<file path="src/rtl/adder_tree_pkg.sv">
// Sizing helpers for the 1-bit population-count adder tree: result width,
// level count, and per-level element count / width / bit offset in a flat bus.
package adder_tree_pkg;

   function automatic int result_width(input int n);
      return (n < 1) ? 1 : $clog2(n + 1);
   endfunction

   function automatic int num_levels(input int n);
      return (n <= 1) ? 0 : $clog2(n);
   endfunction

   function automatic int level_elems(input int n, input int l);
      return (n + (1 << l) - 1) >> l;
   endfunction

   // Sums grow one bit per level but never beyond what the full count needs.
   function automatic int level_width(input int n, input int l);
      int w;
      int r;
      w = l + 1;
      r = result_width(n);
      return (w < r) ? w : r;
   endfunction

   function automatic int level_offset(input int n, input int l);
      int off;
      off = 0;
      for (int k = 0; k < l; k++) begin
         off += level_elems(n, k) * level_width(n, k);
      end
      return off;
   endfunction

endpackage

</file>
<file path="src/rtl/adder_tree_level.sv">
// One level of the popcount tree: adds adjacent pairs (2k, 2k+1) and passes an
// odd leftover element through zero-extended. Purely combinational.
module adder_tree_level #(
   parameter int IN_CNT = 8,
   parameter int IN_W   = 1,
   parameter int OUT_W  = 2
) (
   input  logic [IN_CNT*IN_W-1:0]            in_i,
   output logic [((IN_CNT+1)/2)*OUT_W-1:0]   sum_o
);

   localparam int PAIRS = IN_CNT / 2;

   for (genvar k = 0; k < PAIRS; k++) begin : g_pair
      assign sum_o[k*OUT_W +: OUT_W] = OUT_W'(in_i[(2*k)*IN_W +: IN_W])
                                     + OUT_W'(in_i[(2*k+1)*IN_W +: IN_W]);
   end

   if ((IN_CNT % 2) == 1) begin : g_odd
      assign sum_o[PAIRS*OUT_W +: OUT_W] = OUT_W'(in_i[(IN_CNT-1)*IN_W +: IN_W]);
   end

endmodule

</file>
<file path="src/rtl/adder_tree_1bit.sv">
// Registered popcount of an N-bit vector via a balanced adder tree.
// Define ADDER_TREE_1BIT_PIPE_EN to register every tree level (latency L+1).
module adder_tree_1bit
   import adder_tree_pkg::*;
#(
   parameter int N = 8
) (
   input  logic                         clk,
   input  logic                         rst_n,
   input  logic                         valid_in,
   input  logic [N-1:0]                 vector,
   output logic                         valid_out,
   output logic [result_width(N)-1:0]   result
);

   localparam int RW  = result_width(N);
   localparam int L   = num_levels(N);
   localparam int TBW = level_offset(N, L + 1);
   localparam int FO  = level_offset(N, L);
   localparam int FW  = level_width(N, L);

`ifdef ADDER_TREE_1BIT_PIPE_EN
   localparam int VD = L + 1;
`else
   localparam int VD = 1;
`endif

   // Every level's elements live back to back in one flat bus; level 0 is the raw vector.
   logic [TBW-1:0] tree_w;
   logic [RW-1:0]  result_d;
   logic [RW-1:0]  result_q;
   logic [VD-1:0]  vld_d;
   logic [VD-1:0]  vld_q;

   assign tree_w[N-1:0] = vector;

   for (genvar g = 0; g < L; g++) begin : g_level
      localparam int IO = level_offset(N, g);
      localparam int IC = level_elems(N, g);
      localparam int IW = level_width(N, g);
      localparam int OO = level_offset(N, g + 1);
      localparam int OC = level_elems(N, g + 1);
      localparam int OW = level_width(N, g + 1);

      logic [OC*OW-1:0] sum_w;

      adder_tree_level #(
         .IN_CNT (IC),
         .IN_W   (IW),
         .OUT_W  (OW)
      ) u_level (
         .in_i  (tree_w[IO +: IC*IW]),
         .sum_o (sum_w)
      );

`ifdef ADDER_TREE_1BIT_PIPE_EN
      logic [OC*OW-1:0] stage_q;

      always_ff @(posedge clk or negedge rst_n) begin
         if (!rst_n) begin
            stage_q <= '0;
         end else begin
            stage_q <= sum_w;
         end
      end

      assign tree_w[OO +: OC*OW] = stage_q;
`else
      assign tree_w[OO +: OC*OW] = sum_w;
`endif
   end

   assign result_d = RW'(tree_w[FO +: FW]);

   // valid rides a shift chain exactly as deep as the data path.
   if (VD == 1) begin : g_vld_single
      assign vld_d = valid_in;
   end else begin : g_vld_chain
      assign vld_d = {vld_q[VD-2:0], valid_in};
   end

   always_ff @(posedge clk or negedge rst_n) begin
      if (!rst_n) begin
         result_q <= '0;
         vld_q    <= '0;
      end else begin
         result_q <= result_d;
         vld_q    <= vld_d;
      end
   end

   assign result    = result_q;
   assign valid_out = vld_q[VD-1];

endmodule

</file>
<file path="config.mk">
export PLATFORM = sky130hd
export DESIGN_NAME = adder_tree_1bit
export DESIGN_NICKNAME = d
export VERILOG_FILES = /design/src/rtl/adder_tree_pkg.sv /design/src/rtl/adder_tree_level.sv /design/src/rtl/adder_tree_1bit.sv
export SDC_FILE = /design/constraint.sdc
export NUM_CORES = 1
export LEC_CHECK = 0
export CAP_MARGIN = 20
export CORE_AREA = 8 8 45 47
export CTS_CLUSTER_DIAMETER = 120
export CTS_CLUSTER_SIZE = 10
export DETAILED_ROUTE_END_ITERATION = 10
export DIE_AREA = 0 0 53 55
export GPL_ROUTABILITY_DRIVEN = 0
export PLACE_DENSITY_LB_ADDON = 0.1
export SETUP_SLACK_MARGIN = 0.3
export SLEW_MARGIN = 20
export SYNTH_ARGS = -nofsm -noshare
export SYNTH_HDL_FRONTEND = slang
export SYNTH_SLANG_ARGS = --single-unit
</file>
<file path="constraint.sdc">
create_clock -name clk -period 0.85 [get_ports clk]
set_clock_uncertainty 0.1 [all_clocks]
set_input_delay 0.17 -clock clk [delete_from_list [all_inputs] [get_ports clk]]
set_output_delay 0.17 -clock clk [all_outputs]
set_load 0.005 [all_outputs]
</file>
Word level (Yosys, flattened, before mapping)
Index checks and enable logic that the tools add are counted.
- add/sub/neg operators: 7
- operator list (operator ; number):
    adder 1 x 1 -> 2 bit ; 4
    adder 2 x 2 -> 3 bit ; 2
    adder 3 x 3 -> 4 bit ; 1
- register bits: 5
- bits of input ports: 11
- output and inout bits: 5
- logic and storage cells: 9

Depth between registers and ports, before layout
- depth after elaboration: 3
- mapped depth: 9
- mapped depth without buffers: 9

Modules after synthesis
Synthesis repeated with hierarchy kept, for this count alone.
- cell total of the unflattened synthesis: 30
- area, all modules: 354.1 um^2
- modules (own cells, without submodules) (module ; times used ; cells an instance ; area each (um^2) ; sequential area each (um^2)):
    adder_tree_1bit ; 1 ; 5 ; 125.1 ; 125.1
    adder_tree_level at g_level[2].u_level ; 1 ; 12 ; 95.1 ; 0.0
    adder_tree_level at g_level[1].u_level ; 1 ; 9 ; 83.8 ; 0.0
    adder_tree_level at g_level[0].u_level ; 1 ; 4 ; 50.0 ; 0.0

Least setup slack after synthesis
No wires, ideal clock.
- path kind: input -> register
- start point: input vector[0]
- end point: register result_q[2] (netlist: result[2])
- setup time: 123 ps
- arrival: 2327 ps
- data required time: 627 ps
- path slack: -1699 ps
- cell stages on the path: 9
- path buffers: 0
- cell sequence: inv_1 > fa_1 > fa_1 > fa_1 > inv_1 > ha_1 > inv_1 > fa_1 > xnor2_1
- cells in the longest elaborated chain, start to end: 3
- RTL lines (element ; line ; source):
    start: declaration ; adder_tree_1bit.sv:11 ; input logic [N-1:0] vector,
    adder 1 x 1 -> 2 bit ; adder_tree_level.sv:16 ; + OUT_W'(in_i[(2*k+1)*IN_W +: IN_W]);
    adder 2 x 2 -> 3 bit ; adder_tree_level.sv:16 ;
    adder 3 x 3 -> 4 bit ; adder_tree_level.sv:16 ;
    named net g_level[2].sum_w[2] ; adder_tree_1bit.sv:45 ; logic [OC*OW-1:0] sum_w;
    end signal: assignment ; adder_tree_1bit.sv:87 ; result_q <= result_d;
    end: declaration ; adder_tree_1bit.sv:31 ; logic [RW-1:0] result_q;
The timed path passes the listed nets, and every way through them passes these cells.

Worst setup path in the final report
- start point: input vector[1]
- end point: register result_q[1] (netlist: result[1])
The elaborated chain is that of the path after synthesis.

==> metrics.md <==
| Metric | Value |
|---|---|
| Die extent in y | 55 um |
| Met3 Use GR | 0.04011 |
| CP required | 0.89 ns |
| Sequential fraction of the synthesis area | 0.3968 |
| Layout cells sized above 1 | 0.3958 |
| Fin. max-slew vios | 0 |
| NumNets Final | 67 |
| Drt pass-1 iters | 2 |
| First-pass GRT wire length | 966 um |
| Root Buffer | clkbuf_4 |
| Distinct cell type count of the synthesized netlist | 7 |
| Syn nets | 47 |
| Via density | 3.703 |
| Total power | 969.3 uW |
| Routed Antenna Nets | 0 |
| Area grow syn2layout | 61.91% |
| Crit path time final | 2.435 ns |
| Worst setup SP type | input port |
| 1st-iter DRT viols | 4 |
| Slew headroom | 0.8563 |
| Max Fclk | 410.7 MHz |
| CTS max path bufs | 2 |
| Pleak | 0.2661 nW |
| Cell Pwr Density | 1899 mW/mm^2 |
| Die width | 53 um |
| Outcome | finished, violations left |
| Commonest non-fill, non-tap cell in the layout | inv_1 |
| CP Capture Type | flip-flop |
| H-tree depth | 1 |
| Largest net degree at the start of global routing | 6 |
| Post-layout util | 0.3689 |
| N_diodes | 0 |
| Detailed Place HPWL | 551.2 um |
| Fin. Hold Viols | 0 |
| Ports | 16 |
| Worst Path Class, Setup | input port to flip-flop |
| GR Util All Layers | 0.04833 |
| Vias in the first global route | 248 |
| Yosys reg bits | 5 |
| Global routing usage on met1 | 0.03544 |
| CTS Sinks | 5 |
| Gr ovfl total | 0 |
| Mapped Area | 315.3 um^2 |
| Met2 GRT Util | 0.08008 |
| Total number of vias | 237 |
| Critical path arrival | 2.47 ns |
| CP Max Fanout | 2 |
| Failing checks | negative setup slack |
| Initial antenna violation count | 0 |
| Hold crit path type | input port to asynchronous set/reset pin |
| Port bufs | 15 |
| Non-Filler Instances | 64 |
| Clock transition at the registers of the reported paths | 0.04 ns |
| YS warnings | 0 |
| CTS Hold Bufs | 0 |
| Cell mode on critical path | inv_2 |
| Worst Setup SP | vector[1] |
| Rows | 14 |
| Worst path cell trace | buf_6 > inv_2 > fa_1 > fa_1 > fa_1 > inv_2 > ha_4 > inv_2 > fa_2 > inv_2 |
| CTS tree | done |
| Worst slew pin tran | 0.2149 ns |
| Routed WL | 599 um |
| CP max stage cell | fa_1 |
| Global route hottest layer | met2 |
| Inserted Clock Buffers | 3 |
| Max-Cap Viols | 0 |
| Most frequent cells in the layout | inv_1, clkdlybuf4s50_1, buf_2, inv_2, dfrtp_1 |
| Setup violators final | 9 |
| Slowest stage delay, CP | 0.55 ns |
| Mapped Cells | 29 |
| VDD IR max | 0.5768 mV |
| Initial Util | 0.2278 |
| Placed Cells | 60 |
| Unrepaired setup endpoints after global routing | yes |
| Core area | 0.001384 mm^2 |
| Final Cycle Share | 2.865 |
| DRC viols | 0 |
| Syn_area_per_cell | 10.87 um^2 |
| Setup slack after layout | -1.585 ns |
| Sum of negative setup slack | -6.154 ns |
| Die Area | 0.002915 mm^2 |
| Routed len/inst | 9.359 um |
[layout make-up]
| cell class | instances | area [um^2] |
|---|---|---|
| fill | 140 | 873.3 |
| multi-input combinational | 10 | 152.6 |
| timing repair buffer | 15 | 126.4 |
| sequential | 5 | 125.1 |
| inverter | 14 | 60.06 |
| clock buffer | 4 | 26.28 |
| tap | 16 | 20.02 |
[kinds of logic after synthesis]
kind of cell,Yosys count,synth area share
and+or+nand+nor,1,0.01985
xor gates and xnor gates,1,0.02778
buffers and inverters,14,0.1667
AOI/OAI and AO/OA,1,0.01586
adders and majority gates,7,0.3730
DFF,5,0.3968
[path summary, 6_finish.rpt]
kind	endpoint	slack, ns
max in group asynchronous	result[2]	0.42
min in group clk	valid_out	0.27
worst max-delay path	result[1]	-1.59
worst min-delay path	result[0]	0.04
[metrics by stage]
step           cell area, um^2  setup slack [ns]  hold WS [ns]
2_1_floorplan            335.3            -1.665       -0.2256
3_3_place_gp             505.5            -2.299        0.3013
3_5_place_dp             505.5            -2.328        0.3065
4_1_cts                  504.2            -1.696       0.04699
5_1_grt                  510.5            -1.619       0.04981
6_report                 510.5            -1.585       0.04328
[report_power, final]
group          switching (mW)  internal (mW)
clock                  0.0927          0.177
combinational           0.172          0.203
sequential             0.0151          0.309
[synth_stat cells, drive strengths merged]
master   n  area [um^2]
xnor2    1        8.760
dfrtp    5        125.1
ha       3        37.54
fa       4        80.08
inv     14        52.55
a21oi    1        5.000
nor2b    1        6.260
[what timing repair did]
action / in CTS / in global routing
endpoints found under the setup margin: 9 / 9
gates resized for setup: 34 / 4
endpoints found under the hold margin: 0 / 0
setup buffers: 0 / 0
pin swaps: 4 / 4
[per-layer routing]
layer  share of wire  vias up
li1                -      115
met1            0.30      113
met2            0.58        9
met3            0.13        0
met4               0        0
met5               0        -
[worst max-delay path: cells and delay by family]
family / cells / cell delay [ns]
adders and majority gates: 5 / 2.06
buffers and inverters: 5 / 0.23
[flip-flops by register name, indices dropped and copies added, names as in the netlist]
name,flops
result,4
valid_out,1
Power figures use the tool's default switching activity.
